## src/rtl/uart_pattern_cmd.sv

```systemverilog
// Parses "P<hex><CR>" commands from the UART byte stream, holds the new pattern
// index as pending until the next frame start, and acknowledges each command.
module uart_pattern_cmd #(
    parameter int TIMEOUT_CLKS = 2500000
) (
    input  logic       i_Clk,
    input  logic       i_Rst_L,
    input  logic       i_RX_DV,
    input  logic [7:0] i_RX_Byte,
    input  logic       i_TX_Active,
    input  logic       i_VSync,
    output logic       o_TX_DV,
    output logic [7:0] o_TX_Byte,
    output logic [3:0] o_Pattern,
    output logic       o_Pending,
    output logic       o_Cmd_Error
);

    localparam logic [1:0] S_IDLE      = 2'd0;
    localparam logic [1:0] S_GOT_P     = 2'd1;
    localparam logic [1:0] S_GOT_DIGIT = 2'd2;
    localparam logic [1:0] S_REPLY     = 2'd3;

    localparam int CNT_W = (TIMEOUT_CLKS > 2) ? $clog2(TIMEOUT_CLKS) : 1;
    localparam logic [CNT_W-1:0] TMO_LAST = CNT_W'(TIMEOUT_CLKS - 1);

    localparam logic [7:0] ACK_BYTE = 8'h4B;
    localparam logic [7:0] ERR_BYTE = 8'h45;

    logic [1:0]       state_q, state_d;
    logic [3:0]       digit_q, digit_d;
    logic [3:0]       pend_idx_q, pend_idx_d;
    logic [3:0]       pattern_q, pattern_d;
    logic             pending_q, pending_d;
    logic             tx_dv_q, tx_dv_d;
    logic [7:0]       tx_byte_q, tx_byte_d;
    logic [7:0]       reply_q, reply_d;
    logic             cmd_err_q, cmd_err_d;
    logic [CNT_W-1:0] tmo_q, tmo_d;
    logic             vsync_q;
    logic             frame_start;
    logic [4:0]       hex;

    // {valid, nibble} for an ASCII hex digit in either case
    function automatic logic [4:0] hex_decode(input logic [7:0] b);
        logic [4:0] r;
        r = 5'd0;
        if (b >= 8'h30 && b <= 8'h39) begin
            r = {1'b1, b[3:0]};
        end else if ((b >= 8'h41 && b <= 8'h46) || (b >= 8'h61 && b <= 8'h66)) begin
            r = {1'b1, b[3:0] + 4'd9};
        end
        return r;
    endfunction

    assign frame_start = i_VSync & ~vsync_q;
    assign hex         = hex_decode(i_RX_Byte);

    always_comb begin
        state_d    = state_q;
        digit_d    = digit_q;
        pend_idx_d = pend_idx_q;
        pattern_d  = pattern_q;
        pending_d  = pending_q;
        tx_dv_d    = 1'b0;
        tx_byte_d  = tx_byte_q;
        reply_d    = reply_q;
        cmd_err_d  = 1'b0;
        tmo_d      = '0;

        // Frame apply is evaluated first so a same-edge accept re-arms pending.
        if (frame_start && pending_q) begin
            pattern_d = pend_idx_q;
            pending_d = 1'b0;
        end

        case (state_q)
            S_IDLE: begin
                if (i_RX_DV && (i_RX_Byte == 8'h50 || i_RX_Byte == 8'h70)) begin
                    state_d = S_GOT_P;
                end
            end
            S_GOT_P: begin
                if (i_RX_DV) begin
                    if (hex[4]) begin
                        digit_d = hex[3:0];
                        state_d = S_GOT_DIGIT;
                    end else begin
                        reply_d   = ERR_BYTE;
                        cmd_err_d = 1'b1;
                        state_d   = S_REPLY;
                    end
                end else if (tmo_q == TMO_LAST) begin
                    state_d = S_IDLE;
                end else begin
                    tmo_d = tmo_q + 1'b1;
                end
            end
            S_GOT_DIGIT: begin
                if (i_RX_DV) begin
                    if (i_RX_Byte == 8'h0D) begin
                        pend_idx_d = digit_q;
                        pending_d  = 1'b1;
                        reply_d    = ACK_BYTE;
                    end else begin
                        reply_d   = ERR_BYTE;
                        cmd_err_d = 1'b1;
                    end
                    state_d = S_REPLY;
                end else if (tmo_q == TMO_LAST) begin
                    state_d = S_IDLE;
                end else begin
                    tmo_d = tmo_q + 1'b1;
                end
            end
            default: begin
                if (!i_TX_Active) begin
                    tx_dv_d   = 1'b1;
                    tx_byte_d = reply_q;
                    state_d   = S_IDLE;
                end
            end
        endcase
    end

    always_ff @(posedge i_Clk or negedge i_Rst_L) begin
        if (!i_Rst_L) begin
            state_q    <= S_IDLE;
            digit_q    <= 4'd0;
            pend_idx_q <= 4'd0;
            pattern_q  <= 4'd0;
            pending_q  <= 1'b0;
            tx_dv_q    <= 1'b0;
            tx_byte_q  <= 8'h00;
            reply_q    <= 8'h00;
            cmd_err_q  <= 1'b0;
            tmo_q      <= '0;
            vsync_q    <= 1'b0;
        end else begin
            state_q    <= state_d;
            digit_q    <= digit_d;
            pend_idx_q <= pend_idx_d;
            pattern_q  <= pattern_d;
            pending_q  <= pending_d;
            tx_dv_q    <= tx_dv_d;
            tx_byte_q  <= tx_byte_d;
            reply_q    <= reply_d;
            cmd_err_q  <= cmd_err_d;
            tmo_q      <= tmo_d;
            vsync_q    <= i_VSync;
        end
    end

    assign o_TX_DV     = tx_dv_q;
    assign o_TX_Byte   = tx_byte_q;
    assign o_Pattern   = pattern_q;
    assign o_Pending   = pending_q;
    assign o_Cmd_Error = cmd_err_q;

endmodule

```

## config.mk

```make
export PLATFORM = sky130hd
export DESIGN_NAME = uart_pattern_cmd
export DESIGN_NICKNAME = d
export VERILOG_FILES = /design/src/rtl/uart_pattern_cmd.sv
export SDC_FILE = /design/constraint.sdc
export NUM_CORES = 1
export LEC_CHECK = 0
export BUFFER_PORTS_ARGS = -buffer_cell sky130_fd_sc_hd__buf_2
export CORE_AREA = 2 2 76 78
export DETAILED_ROUTE_END_ITERATION = 6
export DIE_AREA = 0 0 78 80
export GPL_TIMING_DRIVEN = 1
export PLACE_DENSITY = 0.7
export SYNTH_ARGS = -nofsm -noshare
export SYNTH_HDL_FRONTEND = slang
export SYNTH_SLANG_ARGS = --single-unit
export TNS_END_PERCENT = 100
```

## constraint.sdc

```tcl
create_clock -name i_Clk -period 2.1 [get_ports i_Clk]
set_input_delay 0.42 -clock i_Clk [delete_from_list [all_inputs] [get_ports i_Clk]]
set_output_delay 0.42 -clock i_Clk [all_outputs]
set_load 0.01 [all_outputs]
```

# [Word level (Yosys, flattened, before mapping)]
# Index checks and enable logic that the tools add are counted.
[totals] in_bits=13 romBits=0 memories=0 latch_bits=0 ff_bits=56 elab_cells=78 ramBits=0 output_inout_bits=15
[op_classes] eq_ne=11 reduce_logical=16 div_mod_pow=0 n_bitwise=4 n_mul=0 n_addsub=2 mux=28 n_lt_le_gt_ge=6 n_shift=0
[ops] operator="$mux 22" n=3
[ops] operator="$mux 8" n=3
[ops] operator="$add 22x1->22 const B" n=1
[ops] operator="$eq 22x22->1 const B" n=1
[ops] operator="$eq 8x7->1 const B" n=2
[ops] operator="$ge 8x7->1 const B" n=2
[ops] operator="$le 8x7->1 const B" n=2
[ops] operator="$pmux 8 s2" n=1
[ops] operator="$mux 1" n=11
[ops] operator="$mux 2" n=5
[ops] operator="$mux 5" n=2
[ops] operator="$eq 8x4->1 const B" n=1
[ops] operator="$ge 8x6->1 const B" n=1
[ops] operator="$le 8x6->1 const B" n=1
[ops] operator="$ne 2x2->1 const B" n=4
[ops] operator="$pmux 2 s3" n=1
[ops] operator="$reduce_and 3->1" n=2
[ops] operator="$logic_and 1x1->1" n=5
[ops] operator="$add 4x4->4 const B" n=1
[ops] operator="$mux 4" n=1
[ops] operator="$ne 4x1->1 const B" n=1
[ops] operator="$reduce_and 2->1" n=2
[ops] operator="$reduce_and 4->1" n=1
[ops] operator="$not 1->1" n=3
[ops] operator="9 further kinds" n=10

# [Longest topological paths before layout]
# Gate-level depths: netlist of the first run.
[depth] depth_word=8 ltp_mapped=6

# [Worst setup path before layout of the first run]
# No wires, ideal clock.
[synth_path] kind="reg2reg" startpoint="register tmo_q[5]" endpoint="register tmo_q[19]" n_path_buf=1 setup_slack_ps=314 t_required_ps=2022 arrival_ps=1708 path_stages_with_launch=6 path_cell_list="dfrtp_1 -> nand4_4 -> or4_1 -> buf_2 -> or3_1 -> a21oi_1"
[synth_between] elab_chain_cells=4 elab_cells_between_ends=5 classes_between="add/sub (1); eq/ne (1); mux (3)"
[synth_lines] item="from (decl)" line_no="39" text="logic [CNT_W-1:0] tmo_q, tmo_d;"
[synth_lines] item="from (signal assigned)" line_no="149" text="tmo_q <= tmo_d;"
[synth_lines] item="$add 22x1->22 / $eq 22x22->1 (equally long branches)"
[synth_lines] item="$mux 22 *" line_no="93, 110"
[synth_lines] item="$mux 22 *" line_no="84" text="if (i_RX_DV) begin"
[synth_lines] item="$mux 22 *"
[synth_lines] item="via tmo_d[19]" line_no="39"
# Mark *: on every way through the listed nets, which the timed path passes. The rest lies on a longest branch.
# A chain may end at the register's enable or synchronous reset.

# [Final worst setup path of the first run]
[layout_path] startpoint="register tmo_q[9]" endpoint="register tmo_q[19]"
# The elaborated chain is that of the path after synthesis.

==> results of run 1 <==
-- Yosys cell counts (2+ instances only) --
| library cell | number |
|---|---|
| dfrtp_1 | 46 |
| nor2_1 | 20 |
| nand2_1 | 14 |
| inv_1 | 13 |
| mux2_2 | 11 |
| xnor2_1 | 10 |
| a21oi_1 | 9 |
| o21ai_0 | 9 |
| ha_1 | 8 |
| nand3_1 | 8 |
| or3_1 | 7 |
| nor3_1 | 6 |
| buf_4 | 5 |
| nand4_1 | 5 |
| nor4_1 | 5 |
| o211ai_1 | 5 |
| xor2_1 | 4 |
| clkbuf_1 | 3 |
| nand2b_1 | 3 |
| nor2b_1 | 3 |
| nor4b_1 | 3 |
| o21bai_1 | 3 |
| a211o_1 | 2 |
| and4_1 | 2 |
| nand4b_1 | 2 |
| o2111ai_1 | 2 |
| o21a_1 | 2 |
| o22a_1 | 2 |
-- power by group through the flow --
stage / logic [mW] / registers [mW] / clock network, mW
after floorplan: 0.438 / 1.12 / 0
after global placement: 0.625 / 1.11 / 0
after detailed placement: 0.630 / 1.12 / 0
after CTS: 0.632 / 1.10 / 0.549
after global routing: 0.726 / 1.12 / 0.586
final: 0.624 / 1.10 / 0.522
-- state kept, by name, indices dropped and copies added, names as in the netlist --
signal,cells
vsync_q,1
o_Pending,1
o_Pattern,4
digit_q,4
reply_q,3
o_Cmd_Error,1
o_TX_Byte,3
pend_idx_q,4
tmo_q,22
state_q,2
o_TX_DV,1
-- kinds of logic after synthesis --
group,synth area share
compound gates,0.115
xor+xnor,0.0518
fa+ha+maj,0.0423
buf+inv,0.0434
flops,0.487
mux,0.0524
other cells,0.00158
simple gates,0.207
-- worst paths after layout --
kind                            cells after the start                  endpoint                    from
worst max register to register                      4       tmo_q[19]$_DFF_PN0_      tmo_q[9]$_DFF_PN0_
worst min register to register                      1    reply_q[0]$_DFFE_PN0P_  reply_q[0]$_DFFE_PN0P_
min in group i_Clk                                  1         vsync_q$_DFF_PN0_                 i_VSync
worst max-delay path                                4       tmo_q[19]$_DFF_PN0_      tmo_q[9]$_DFF_PN0_
max in group asynchronous                           2  o_Pattern[1]$_DFFE_PN0P_                 i_Rst_L
worst min-delay path                                2       tmo_q[13]$_DFF_PN0_                 i_Rst_L
-- area by class of cell --
cell class,count,area (sq um)
fillers,507,2700
well taps,72,90.1
clock buffers,6,72.6
multi-input cells,164,1120
inverters,13,48.8
repair buffers,34,208
clock inverters,2,13.8
flip-flops and latches,46,1150
-- worst reg2reg max path, cell delays in order, from the launching register on --
cell and delay, ns:
dfrtp_1 0.45, nand4_1 0.20, or4_1 0.67, or3_1 0.40, a21oi_1 0.14
-- metal layers --
layer | vias up | GRT usage | wire, um
li1 | 890 | - | -
met1 | 867 | 0.199 | 2230
met2 | 30 | 0.256 | 2040
met3 | 2 | 0.0362 | 152
met4 | 0 | 0.0263 | 11
met5 | - | 0 | 0
==> flow_metrics.py, run 1 <==
metrics = {
    "status": {
        "status": "complete, no violations",
    },
    "worst_setup_path": {
        "start_kind": "flip-flop",
        "worstSetupPathType": "flip-flop to flip-flop",
        "critPathMaxFanout": 9,
        "rrSetupSlack_ns": 0.18,
        "end_kind": "flip-flop",
        "worst_ep_arrival_time_ns": 2.14,
        "path_cells": "nand4_1 -> or4_1 -> or3_1 -> a21oi_1",
        "critPathRequiredTime_ns": 2.32,
        "cp_top_family": "simple AND/OR/NAND/NOR gates",
        "crit_buf_inv": 0,
        "cp_slowest_cell": "or4_1",
        "crit_path_max_incr_delay_ns": 0.67,
    },
    "sta": {
        "fin_setup_tns_ns": 0,
        "fin_crit_sh": 0.915,
        "rsz0062_at_grt": "no",
        "hold_viol": 0,
        "finalCriticalPeriod_ns": 1.92,
        "setup_violations": 0,
        "whs_ns": 0.0947,
        "fin_skew_ns": 0.00843,
        "fin_ws_ns": 0.179,
        "fmax_mhz": 520,
        "drv_slew": 0,
    },
    "drt": {
        "dr_total_vias": 1789,
        "vias_per_cell": 5.31,
        "drc": 0,
        "drt_iter0_markers": 121,
        "wire_per_inst_um": 13.1,
        "drtPass1Iterations": 4,
        "antenna_left": 0,
        "wl_um": 4430,
    },
    "global_routing": {
        "grt_pass1_vias": 1744,
        "grt_max_degree": 47,
        "antenna_found_initial": 0,
        "gr-total-overflow": 0,
        "grtUsageTotal": 0.151,
        "grt_pass1_wl_um": 7740,
    },
    "finish": {
        "fin_nets": 285,
        "final_common_cell": "dfrtp_1",
        "areaGrowthSynthToFinish_pct": 14.3,
        "final_cells": 337,
        "final_util": 0.500,
        "stdcell_area_sq_um": 2700,
        "drive_above_1_share": 0.204,
        "antenna_cells": 0,
        "final_cell_mix": "46 x dfrtp_1, 24 x buf_2, 20 x nor2_1, 14 x nand2_1, 13 x inv_1",
    },
    "power": {
        "p_per_area_nw_per_um2": 831,
        "p_sw_uw": 730,
        "finalPower_mw": 2.25,
        "p_sw_frac": 0.325,
        "internal_power_mw": 1.52,
        "p_leak_nw": 1.20,
        "pwr-share-seq": 0.490,
        "comb_power_share": 0.278,
        "ir_drop_mv": 0.518,
        "p_clk_frac": 0.232,
    },
    "floorplan": {
        "die_x_um": 78,
        "die-area_sq_um": 6240,
        "pin_count": 28,
        "die-height_um": 80,
        "start_util": 0.438,
        "num_rows": 27,
        "core_sq_um": 5410,
    },
    "clock_network": {
        "cts_root_buf": "clkbuf_8",
        "cts_buffer_depth": 2,
        "post_cts_buffers": 0,
        "cts-buffers-inserted": 5,
        "cts_resized": 0,
        "cts_tree": "done",
        "postCtsHoldBufs": 0,
        "h-tree-depth": 2,
        "clk_latency_ns": 0.29,
        "numClockSinks": 46,
        "clk_pin_slew_ns": 0.09,
    },
    "placed_design": {
        "place.port_buffers": 24,
        "dpl_cell_area_sq_um": 2620,
        "dpl.hpwl_um": 3170,
        "dp.cells": 329,
        "post-place-ws_ns": 0.113,
        "place_congestion": 0.805,
    },
    "yosys": {
        "async_flop_share": 1.00,
        "ys_seq_elements": 46,
        "yosysUniqueCellTypes": 46,
        "synth_cells": 230,
        "ys_seq_area_frac": 0.487,
        "syn_area_sq_um": 2370,
        "synthTopCellsByArea": "dfrtp_1 49%, mux2_2 5.2%, ha_1 4.2%, xnor2_1 3.7%, nor2_1 3.2%",
        "synthFlopType": "dfrtp_1",
        "synth_top_area_share": 0.487,
        "synth_area_leader_cell": "dfrtp_1",
        "synth_area_per_cell_sq_um": 10.3,
        "yosys_warnings": 0,
        "synth_enable_flop_cells": 0,
    },
    "flow_run": {
        "max_cap_viol_count": 0,
    },
    "hold_path": {
        "worstHoldPathType": "input port to asynchronous set/reset pin",
    },
}
(Power assumes the default switching activity.)
==> inputs of run 2 (changes only) <==
--- a/config.mk
+++ b/config.mk
@@ -6,11 +6,11 @@
 export NUM_CORES = 1
 export LEC_CHECK = 0
 export BUFFER_PORTS_ARGS = -buffer_cell sky130_fd_sc_hd__buf_2
-export CORE_AREA = 2 2 76 78
+export CORE_AREA = 2 2 91 114
 export DETAILED_ROUTE_END_ITERATION = 6
-export DIE_AREA = 0 0 78 80
+export DIE_AREA = 0 0 93 116
 export GPL_TIMING_DRIVEN = 1
-export PLACE_DENSITY = 0.7
+export PLACE_DENSITY = 0.47
 export SYNTH_ARGS = -nofsm -noshare
 export SYNTH_HDL_FRONTEND = slang
 export SYNTH_SLANG_ARGS = --single-unit
==> run 2 against run 1 <==
Against the previous run: critical endpoint is now tmo_q[21]$_DFF_PN0_; core utilization down 20 points; global-route usage shrank 4.9 points; critical path type unchanged; fmax increased by 1.9%; die area rose by 73%; count of clock-buffer cells in the layout grew 1; largest power group unchanged; critical path depth unchanged.
==> flow_metrics.py, run 2 (synthesized netlist as in run 1, its figures left out) <==
metrics = {
    "sta": {
        "hold_viol": 0,
        "fmax_mhz": 530,
        "fin_crit_sh": 0.898,
        "drv_slew": 0,
        "fin_ws_ns": 0.215,
        "fin_skew_ns": 0.00592,
        "whs_ns": 0.269,
        "rsz0062_at_grt": "no",
        "finalCriticalPeriod_ns": 1.89,
        "fin_setup_tns_ns": 0,
        "setup_violations": 0,
    },
    "finish": {
        "fin_nets": 288,
        "stdcell_area_sq_um": 2860,
        "areaGrowthSynthToFinish_pct": 20.8,
        "ff_latch_area_sq_um": 1150,
        "final_cells": 394,
        "final_cell_mix": "46 x dfrtp_1, 24 x buf_2, 20 x nor2_1, 14 x nand2_1, 13 x inv_1",
        "drive_above_1_share": 0.213,
        "antenna_cells": 0,
        "final_common_cell": "dfrtp_1",
        "n_fill_cell": 1026,
        "largest_register_ffs": 22,
        "final_util": 0.298,
        "multi_input_area_sq_um": 1120,
        "top_register": "tmo_q",
    },
    "clock_network": {
        "cts_tree": "done",
        "cts_buffer_depth": 2,
        "cts-buffers-inserted": 5,
        "clk_pin_slew_ns": 0.06,
        "clk_latency_ns": 0.28,
        "numClockSinks": 46,
        "post_cts_buffers": 0,
        "h-tree-depth": 2,
        "cts_resized": 0,
        "cts_root_buf": "clkbuf_16",
        "postCtsHoldBufs": 1,
    },
    "status": {
        "status": "complete, no violations",
    },
    "drt": {
        "drtPass1Iterations": 4,
        "antenna_left": 0,
        "wire_per_inst_um": 12.4,
        "vias_per_cell": 4.48,
        "dr_total_vias": 1767,
        "wl_um": 4900,
        "drt_iter0_markers": 33,
        "drc": 0,
    },
    "floorplan": {
        "die_x_um": 93,
        "num_rows": 40,
        "die-height_um": 116,
        "core_sq_um": 9610,
        "die-area_sq_um": 10800,
        "start_util": 0.246,
        "pin_count": 28,
    },
    "global_routing": {
        "gr-total-overflow": 0,
        "grtUsageTotal": 0.102,
        "grt_pass1_vias": 1784,
        "grt_max_degree": 22,
        "grt_pass1_wl_um": 8690,
        "antenna_found_initial": 0,
    },
    "worst_setup_path": {
        "crit_path_max_incr_delay_ns": 0.67,
        "path_cells": "nand4_4 -> or4_1 -> or3_1 -> a21oi_1",
        "critPathMaxFanout": 9,
        "end_kind": "flip-flop",
        "start_kind": "flip-flop",
        "worstSetupPathType": "flip-flop to flip-flop",
        "cp_slowest_cell": "or4_1",
        "critPathRequiredTime_ns": 2.31,
        "worst_ep_arrival_time_ns": 2.10,
        "crit_buf_inv": 0,
        "cp_top_family": "simple AND/OR/NAND/NOR gates",
    },
    "placed_design": {
        "dp.cells": 385,
        "place_congestion": 0.763,
        "post-place-ws_ns": 0.102,
        "dpl.hpwl_um": 3720,
        "dpl_cell_area_sq_um": 2690,
        "place.port_buffers": 24,
    },
    "power": {
        "p_leak_nw": 1.25,
        "p_per_area_nw_per_um2": 899,
        "internal_power_mw": 1.79,
        "p_sw_uw": 777,
        "p_clk_frac": 0.325,
        "ir_drop_mv": 0.297,
        "finalPower_mw": 2.57,
        "comb_power_share": 0.245,
        "pwr-share-seq": 0.430,
        "p_sw_frac": 0.302,
    },
    "flow_run": {
        "max_cap_viol_count": 0,
    },
    "hold_path": {
        "worstHoldPathType": "input port to flip-flop",
    },
}
-- run 2: cell types whose count changed in the layout (fill, tap and decap cells not counted) --
cell,delta
dlygate4sd3_1,+1
clkinv_2,-1
clkbuf_16,+5
clkbuf_1,-1
clkbuf_8,-3
buf_4,+3
buf_12,-1
-- run 2: power by group through the flow --
stage | clock [mW] | sequential [mW] | combinational, mW
floorplan | 0 | 1.12 | 0.438
global placement | 0 | 1.12 | 0.642
detailed placement | 0 | 1.12 | 0.644
CTS | 0.877 | 1.11 | 0.648
global route | 0.916 | 1.13 | 0.720
finish | 0.835 | 1.10 | 0.630
-- run 2: worst reg2reg max path, delay by kind of cell (launching register included) --
family             cells  cell delay [ns]
DFF                    1             0.49
and+or+nand+nor        3             1.19
AOI/OAI and AO/OA      1             0.14
-- run 2: area by class of cell --
type / instances / area share
well taps: 126 / 0.0551
clock inverters: 1 / 0.00306
inverters: 13 / 0.0171
flip-flops and latches: 46 / 0.403
clock buffers: 7 / 0.0534
repair buffers: 37 / 0.0770
multi-input cells: 164 / 0.392
-- run 2: per-layer routing --
layer / GRT usage / wire length [um] / up-vias
li1: - / - / 893
met1: 0.119 / 2170 / 833
met2: 0.177 / 2400 / 34
met3: 0.0273 / 224 / 7
met4: 0.0402 / 107 / 0
met5: 0 / 0 / -
-- run 2: final timing paths --
| check | start | end | slack [ns] | cells past startpoint |
|---|---|---|---|---|
| setup / recovery | tmo_q[6]$_DFF_PN0_ | tmo_q[21]$_DFF_PN0_ | 0.21 | 4 |
| hold / removal | i_VSync | vsync_q$_DFF_PN0_ | 0.27 | 1 |
| setup reg to reg | tmo_q[6]$_DFF_PN0_ | tmo_q[21]$_DFF_PN0_ | 0.21 | 4 |
| hold reg to reg | o_TX_Byte[2]$_DFFE_PN0P_ | o_TX_Byte[2]$_DFFE_PN0P_ | 0.48 | 2 |
| max in group asynchronous | i_Rst_L | tmo_q[0]$_DFF_PN0_ | 1.06 | 3 |
| min in group asynchronous | i_Rst_L | o_Pattern[1]$_DFFE_PN0P_ | 0.51 | 2 |
